[src/rtl/uart_tx_serializer_if.sv]
// Byte handshake into the UART transmit stage.
//
// Handshake: the producer drives tx_data and raises tx_valid; a byte moves
// on every rising clock edge where tx_valid && tx_ready are both high. While
// tx_valid is high and tx_ready is low, the producer keeps tx_data stable
// and keeps tx_valid high. tx_ready does not depend on tx_valid.
//
// Signals:
//   tx_data  - byte to transmit (DATA_BITS wide), producer -> stage
//   tx_valid - tx_data is valid this cycle, producer -> stage
//   tx_ready - stage can take a byte this cycle, stage -> producer
interface uart_tx_serializer_if #(
  parameter int DATA_BITS = 8
);
  logic [DATA_BITS-1:0] tx_data;
  logic                 tx_valid;
  logic                 tx_ready;

  modport master (output tx_data, output tx_valid, input tx_ready);
  modport slave  (input tx_data, input tx_valid, output tx_ready);
endinterface

[src/rtl/uart_tx_serializer.sv]
// UART transmit stage: small byte FIFO feeding a frame serialiser.
// Frame: start bit (0), DATA_BITS data bits LSB first, optional parity bit,
// STOP_BITS stop bits (1). Each bit lasts one baud_tick interval.
//
// Ports:
//   clock      - system clock, rising edge
//   reset      - asynchronous active-high reset
//   baud_tick  - one-clock enable, once per bit period
//   tx_if      - byte handshake (slave side: tx_data, tx_valid, tx_ready)
//   txd        - registered serial line, idle/mark = 1
//   tx_busy    - frame in progress or FIFO non-empty
//   fifo_count - FIFO occupancy
//   state_dbg  - current serialiser state (debug)
module uart_tx_serializer #(
  parameter int DATA_BITS  = 8,
  parameter int PARITY     = 0,
  parameter int STOP_BITS  = 1,
  parameter int FIFO_DEPTH = 4,
  localparam int CW = $clog2(FIFO_DEPTH) + 1
) (
  input  logic                  clock,
  input  logic                  reset,
  input  logic                  baud_tick,
  uart_tx_serializer_if.slave   tx_if,
  output logic                  txd,
  output logic                  tx_busy,
  output logic [CW-1:0]         fifo_count,
  output logic [2:0]            state_dbg
);

  localparam int AW = $clog2(FIFO_DEPTH);
  localparam int BW = $clog2(DATA_BITS);
  localparam logic [CW-1:0] FULL      = CW'(FIFO_DEPTH);
  localparam logic [BW-1:0] LAST_BIT  = BW'(DATA_BITS - 1);
  localparam logic          LAST_STOP = 1'(STOP_BITS - 1);

  typedef enum logic [2:0] {
    S_IDLE   = 3'd0,
    S_START  = 3'd1,
    S_DATA   = 3'd2,
    S_PARITY = 3'd3,
    S_STOP   = 3'd4
  } state_t;

  // FIFO storage and pointers
  logic [DATA_BITS-1:0] mem [FIFO_DEPTH];
  logic [AW-1:0]        wr_ptr;
  logic [AW-1:0]        rd_ptr;
  logic [CW-1:0]        count_q;
  logic                 push;
  logic                 pop;
  logic                 fifo_nonempty;
  logic [DATA_BITS-1:0] head;

  // Serialiser state
  state_t               state_q, state_d;
  logic [DATA_BITS-1:0] shreg_q, shreg_d;
  logic [BW-1:0]        bit_cnt_q, bit_cnt_d;
  logic                 stop_cnt_q, stop_cnt_d;
  logic                 par_q, par_d;
  logic                 txd_q, txd_d;

  assign tx_if.tx_ready = (count_q != FULL);
  assign push           = tx_if.tx_valid && tx_if.tx_ready;
  assign fifo_nonempty  = (count_q != '0);
  assign head           = mem[rd_ptr];

  assign txd        = txd_q;
  assign fifo_count = count_q;
  assign tx_busy    = (state_q != S_IDLE) || fifo_nonempty;
  assign state_dbg  = state_q;

  // Storage needs no reset: an entry is only read after it was written.
  always_ff @(posedge clock) begin
    if (push) begin
      mem[wr_ptr] <= tx_if.tx_data;
    end
  end

  // Pointers wrap naturally because FIFO_DEPTH is a power of two.
  always_ff @(posedge clock or posedge reset) begin
    if (reset) begin
      wr_ptr  <= '0;
      rd_ptr  <= '0;
      count_q <= '0;
    end else begin
      if (push) wr_ptr <= wr_ptr + 1'b1;
      if (pop)  rd_ptr <= rd_ptr + 1'b1;
      case ({push, pop})
        2'b10:   count_q <= count_q + 1'b1;
        2'b01:   count_q <= count_q - 1'b1;
        default: count_q <= count_q;
      endcase
    end
  end

  always_ff @(posedge clock or posedge reset) begin
    if (reset) begin
      state_q <= S_IDLE;
    end else begin
      state_q <= state_d;
    end
  end

  // txd is reset to mark so an aborted frame drops straight back to idle.
  always_ff @(posedge clock or posedge reset) begin
    if (reset) begin
      shreg_q    <= '0;
      bit_cnt_q  <= '0;
      stop_cnt_q <= 1'b0;
      par_q      <= 1'b0;
      txd_q      <= 1'b1;
    end else begin
      shreg_q    <= shreg_d;
      bit_cnt_q  <= bit_cnt_d;
      stop_cnt_q <= stop_cnt_d;
      par_q      <= par_d;
      txd_q      <= txd_d;
    end
  end

  // Every transition is gated by baud_tick. txd_d is the value the line
  // takes for the bit period that begins at this tick.
  always_comb begin
    state_d    = state_q;
    shreg_d    = shreg_q;
    bit_cnt_d  = bit_cnt_q;
    stop_cnt_d = stop_cnt_q;
    par_d      = par_q;
    txd_d      = txd_q;
    pop        = 1'b0;

    case (state_q)
      S_IDLE: begin
        txd_d = 1'b1;
        if (baud_tick && fifo_nonempty) begin
          pop     = 1'b1;
          shreg_d = head;
          txd_d   = 1'b0;
          state_d = S_START;
        end
      end

      S_START: begin
        if (baud_tick) begin
          txd_d     = shreg_q[0];
          shreg_d   = shreg_q >> 1;
          bit_cnt_d = '0;
          par_d     = shreg_q[0];
          state_d   = S_DATA;
        end
      end

      S_DATA: begin
        if (baud_tick) begin
          if (bit_cnt_q == LAST_BIT) begin
            if (PARITY != 0) begin
              // par_q holds the XOR of all data bits sent.
              txd_d   = (PARITY == 1) ? ~par_q : par_q;
              state_d = S_PARITY;
            end else begin
              txd_d      = 1'b1;
              stop_cnt_d = 1'b0;
              state_d    = S_STOP;
            end
          end else begin
            txd_d     = shreg_q[0];
            shreg_d   = shreg_q >> 1;
            bit_cnt_d = bit_cnt_q + 1'b1;
            par_d     = par_q ^ shreg_q[0];
          end
        end
      end

      S_PARITY: begin
        if (baud_tick) begin
          txd_d      = 1'b1;
          stop_cnt_d = 1'b0;
          state_d    = S_STOP;
        end
      end

      S_STOP: begin
        if (baud_tick) begin
          if (stop_cnt_q == LAST_STOP) begin
            if (fifo_nonempty) begin
              // Back-to-back: next start bit follows the stop bit directly.
              pop     = 1'b1;
              shreg_d = head;
              txd_d   = 1'b0;
              state_d = S_START;
            end else begin
              state_d = S_IDLE;
            end
          end else begin
            stop_cnt_d = stop_cnt_q + 1'b1;
          end
        end
      end

      default: begin
        txd_d   = 1'b1;
        state_d = S_IDLE;
      end
    endcase
  end

endmodule
[src/flat_wrapper.sv]
// flat-port wrapper written by rule: the top's interface ports become plain ports
module uart_tx_serializer_flat 
#(
  parameter int DATA_BITS  = 8,
  parameter int PARITY     = 0,
  parameter int STOP_BITS  = 1,
  parameter int FIFO_DEPTH = 4,
  localparam int CW = $clog2(FIFO_DEPTH) + 1
)
  (clock, reset, baud_tick, txd, tx_busy, fifo_count, state_dbg, tx_if_tx_data, tx_if_tx_valid, tx_if_tx_ready);
  uart_tx_serializer_if #(.DATA_BITS(DATA_BITS)) tx_if_i ();
  input  logic clock;
  input  logic reset;
  input  logic baud_tick;
  output logic txd;
  output logic tx_busy;
  output logic [CW-1:0] fifo_count;
  output logic [2:0] state_dbg;
  input wire logic [$bits(tx_if_i.tx_data)-1:0] tx_if_tx_data;
  input wire logic [$bits(tx_if_i.tx_valid)-1:0] tx_if_tx_valid;
  output wire logic [$bits(tx_if_i.tx_ready)-1:0] tx_if_tx_ready;
  assign tx_if_i.tx_data = tx_if_tx_data;
  assign tx_if_i.tx_valid = tx_if_tx_valid;
  assign tx_if_tx_ready = tx_if_i.tx_ready;
  uart_tx_serializer #(.DATA_BITS(DATA_BITS), .PARITY(PARITY), .STOP_BITS(STOP_BITS), .FIFO_DEPTH(FIFO_DEPTH)) u_core (.clock(clock), .reset(reset), .baud_tick(baud_tick), .tx_if(tx_if_i), .txd(txd), .tx_busy(tx_busy), .fifo_count(fifo_count), .state_dbg(state_dbg));
endmodule
[config.mk]
export PLATFORM = sky130hd
export DESIGN_NAME = uart_tx_serializer_flat
export DESIGN_NICKNAME = d
export VERILOG_FILES = /design/src/rtl/uart_tx_serializer_if.sv /design/src/rtl/uart_tx_serializer.sv /design/src/flat_wrapper.sv
export SDC_FILE = /design/constraint.sdc
export NUM_CORES = 1
export LEC_CHECK = 0
export BUFFER_PORTS_ARGS = -buffer_cell sky130_fd_sc_hd__buf_2
export CELL_PAD_IN_SITES_DETAIL_PLACEMENT = 1
export CELL_PAD_IN_SITES_GLOBAL_PLACEMENT = 2
export CORE_MARGIN = 1
export CORE_UTILIZATION = 42
export DETAILED_ROUTE_END_ITERATION = 16
export PLACE_DENSITY = 0.74
export SLEW_MARGIN = 20
export SYNTH_ARGS = -nofsm -noshare
export SYNTH_HDL_FRONTEND = slang
export SYNTH_SLANG_ARGS = --single-unit
[constraint.sdc]
create_clock -name clock -period 2.5 [get_ports clock]
set_input_delay 0.125 -clock clock [delete_from_list [all_inputs] [get_ports clock]]
set_output_delay 0.125 -clock clock [all_outputs]
set_load 0.01 [all_outputs]
==> impl_metrics.ini <==
[route]
ant_nets = 0
drc = 0
vias_per_cell = 5.17
route.met3.wl_um = 119
met2WireLength_um = 2050
routed_wl_um = 4290
drt_first_iter_violations = 89
drt-met1-wl_um = 2100
wl_per_cell_um = 17.0
vias = 1303
top_layer = met4
drtPass1Iterations = 4

[run_status]
status = finished with violations
failed_checks = hold timing

[grt]
grtUsageTotal = 0.159
overflow = 0
grt_pass1_vias = 1395
antenna_found_initial = 0
grt_pass1_wl_um = 7160
grt_max_degree = 23

[placed_design]
post-dp-hpwl_um = 3090
routabilityCongestion = 0.788
io_buffer_count = 20
dpl.cell_count = 244

[yosys]
ys_types = 40
yosysSeqAreaShare = 0.626
synth_warnings = 0
yosysTopAreaCell = edfxtp_1
yosys-top-cells-area = edfxtp_1, dfrtp_1, mux2_2, mux4_2, ha_1
ys_ff_latch = 54
synth_top_area_share = 0.398
synth_top_flop_cell = edfxtp_1
synth_edf_count = 32
netlist_instances = 158
avgSynthCellArea_um2 = 15.3
synth_nets = 178
synthArstFlopShare = 0.407
syn_area_mm2 = 0.00242

[finish]
post-route-util = 0.479
layout_common_cells = edfxtp_1, dfrtp_1, buf_2
area_growth_syn_to_layout_pct = 9.83
fin_cells = 252
fillers = 587
mostFrequentLayoutCell = edfxtp_1
antenna_cells = 0
fin_nets = 199
drive_gt1_frac = 0.317

[die]
fp.coreArea_mm2 = 0.00554
start_util = 0.436
die_area_mm2 = 0.00606
io_pins = 21
rows = 27
die_h_um = 77.9
die_w_um = 77.9

[pwr]
ir_drop_v = 0.000550
power_density_mw_per_mm2 = 1200
leakage_nw = 1.06
p_total_mw = 3.18

[clock_tree]
cts_setup_buffers = 0
path_clk_slew_ns = 0.10
cts_max_level = 2
post_cts_resized = 0
clk_latency_ns = 0.30
cts_buffer_depth = 2
root_buffer = clkbuf_8
cts_buffers = 5
cts_sinks = 54
cts_tree = done
cts_hold_buf = 0

[worst_setup_path]
r2r_setup_slack_ns = 0.32
crit_required_ns = 2.73
crit_type = flop to flop
cp-end-kind = flop
start_kind = flop
rr_endpoint = u_core.fifo_count[2]
worstPathMaxFanout = 9
arrival_ns = 2.40
rr_worst_depth = 8
r2r_start = u_core.state_dbg[1]

[sta]
finalSetupTns_ns = 0
fin_crit_ns = 2.18
maxSlewViolCount = 0
fmax_mhz = 459
finalHoldViolCount = 21
skew_ns = 0.00955
relSlewSlack = 0.431
finalSetupViolCount = 0
rsz0062_at_grt = false
hold_ws_ns = -0.0209
tightest_slew_ns = 0.852
period_share = 0.871

[run]
max_cap_viol_count = 0

[min_path]
hp-class = input pin to async pin
-- flip-flops by register name, summed over array words and instances (netlist names) --
signal	cells
u_core.bit_cnt_q	3
u_core.fifo_count	3
u_core.mem	32
u_core.rd_ptr	2
u_core.shreg_q	8
u_core.state_dbg	3
u_core.txd	1
u_core.wr_ptr	2
-- Yosys cell counts, drive strengths merged, types with 3 or more instances --
library cell / instances
mux2: 16
inv: 10
and3: 5
nand2: 7
edfxtp: 32
o21ai: 6
xor2: 3
mux4: 8
buf: 5
dfrtp: 21
nor2: 6
xnor2: 4
ha: 7
-- metrics by stage --
step                worst slack [ns]  area, um2
floorplan                      0.373       2420
global placement               0.450       2570
detailed placement             0.324       2570
CTS                            0.298       2660
global route                   0.156       2660
finish                         0.322       2660
-- cell type report --
type,instances,area [um2],area share
sequential,54,1510,0.570
tap,72,90.1,0.0339
multi-input combinational,87,821,0.309
clock inverter,2,13.8,0.00518
timing repair buffer,21,108,0.0405
clock buffer,6,72.6,0.0273
inverter,10,37.5,0.0141
-- where the power goes --
part           total, mW  internal, mW  leakage (nW)  switching [mW]
clock network      0.472         0.198        0.0452           0.274
registers           1.48          1.24         0.560           0.237
logic               1.23         0.657         0.457           0.569
-- worst max-delay path by stage --
stage / startpoint / endpoint / cells past startpoint
2_1_floorplan: u_core.state_dbg[1] / u_core.fifo_count[2] / 10
3_3_place_gp: u_core.state_dbg[0] / u_core.fifo_count[2] / 8
3_5_place_dp: u_core.state_dbg[1] / u_core.fifo_count[2] / 8
4_1_cts: u_core.state_dbg[0] / u_core.fifo_count[2] / 8
5_1_grt: u_core.state_dbg[1] / u_core.fifo_count[2] / 8
6_report: u_core.state_dbg[1] / u_core.fifo_count[2] / 8
-- per-layer routing --
| layer | GRT usage | up-vias |
|---|---|---|
| li1 | - | 618 |
| met1 | 0.225 | 664 |
| met2 | 0.249 | 17 |
| met3 | 0.0341 | 4 |
| met4 | 0.0396 | 0 |
| met5 | 0 | - |
-- cells by family (layout without fill, tap and decap cells) --
kind of cell,after synthesis,in the layout,synth area share
buf+inv,17,39,0.0347
fa+ha+maj,8,8,0.0445
xor+xnor,7,7,0.0254
mux,25,25,0.155
flops,54,54,0.626
simple gates,31,31,0.0709
compound gates,16,16,0.0440
-- worst max-delay path, cell delays in order (launching register included) --
cell	delay (ns)
dfrtp_1	0.48
nor2_1	0.25
and3_1	0.29
ha_1	0.22
inv_1	0.07
fa_1	0.38
xor2_1	0.15
nor2_1	0.12
xor2_1	0.15
Power figures use the tool's default switching activity.
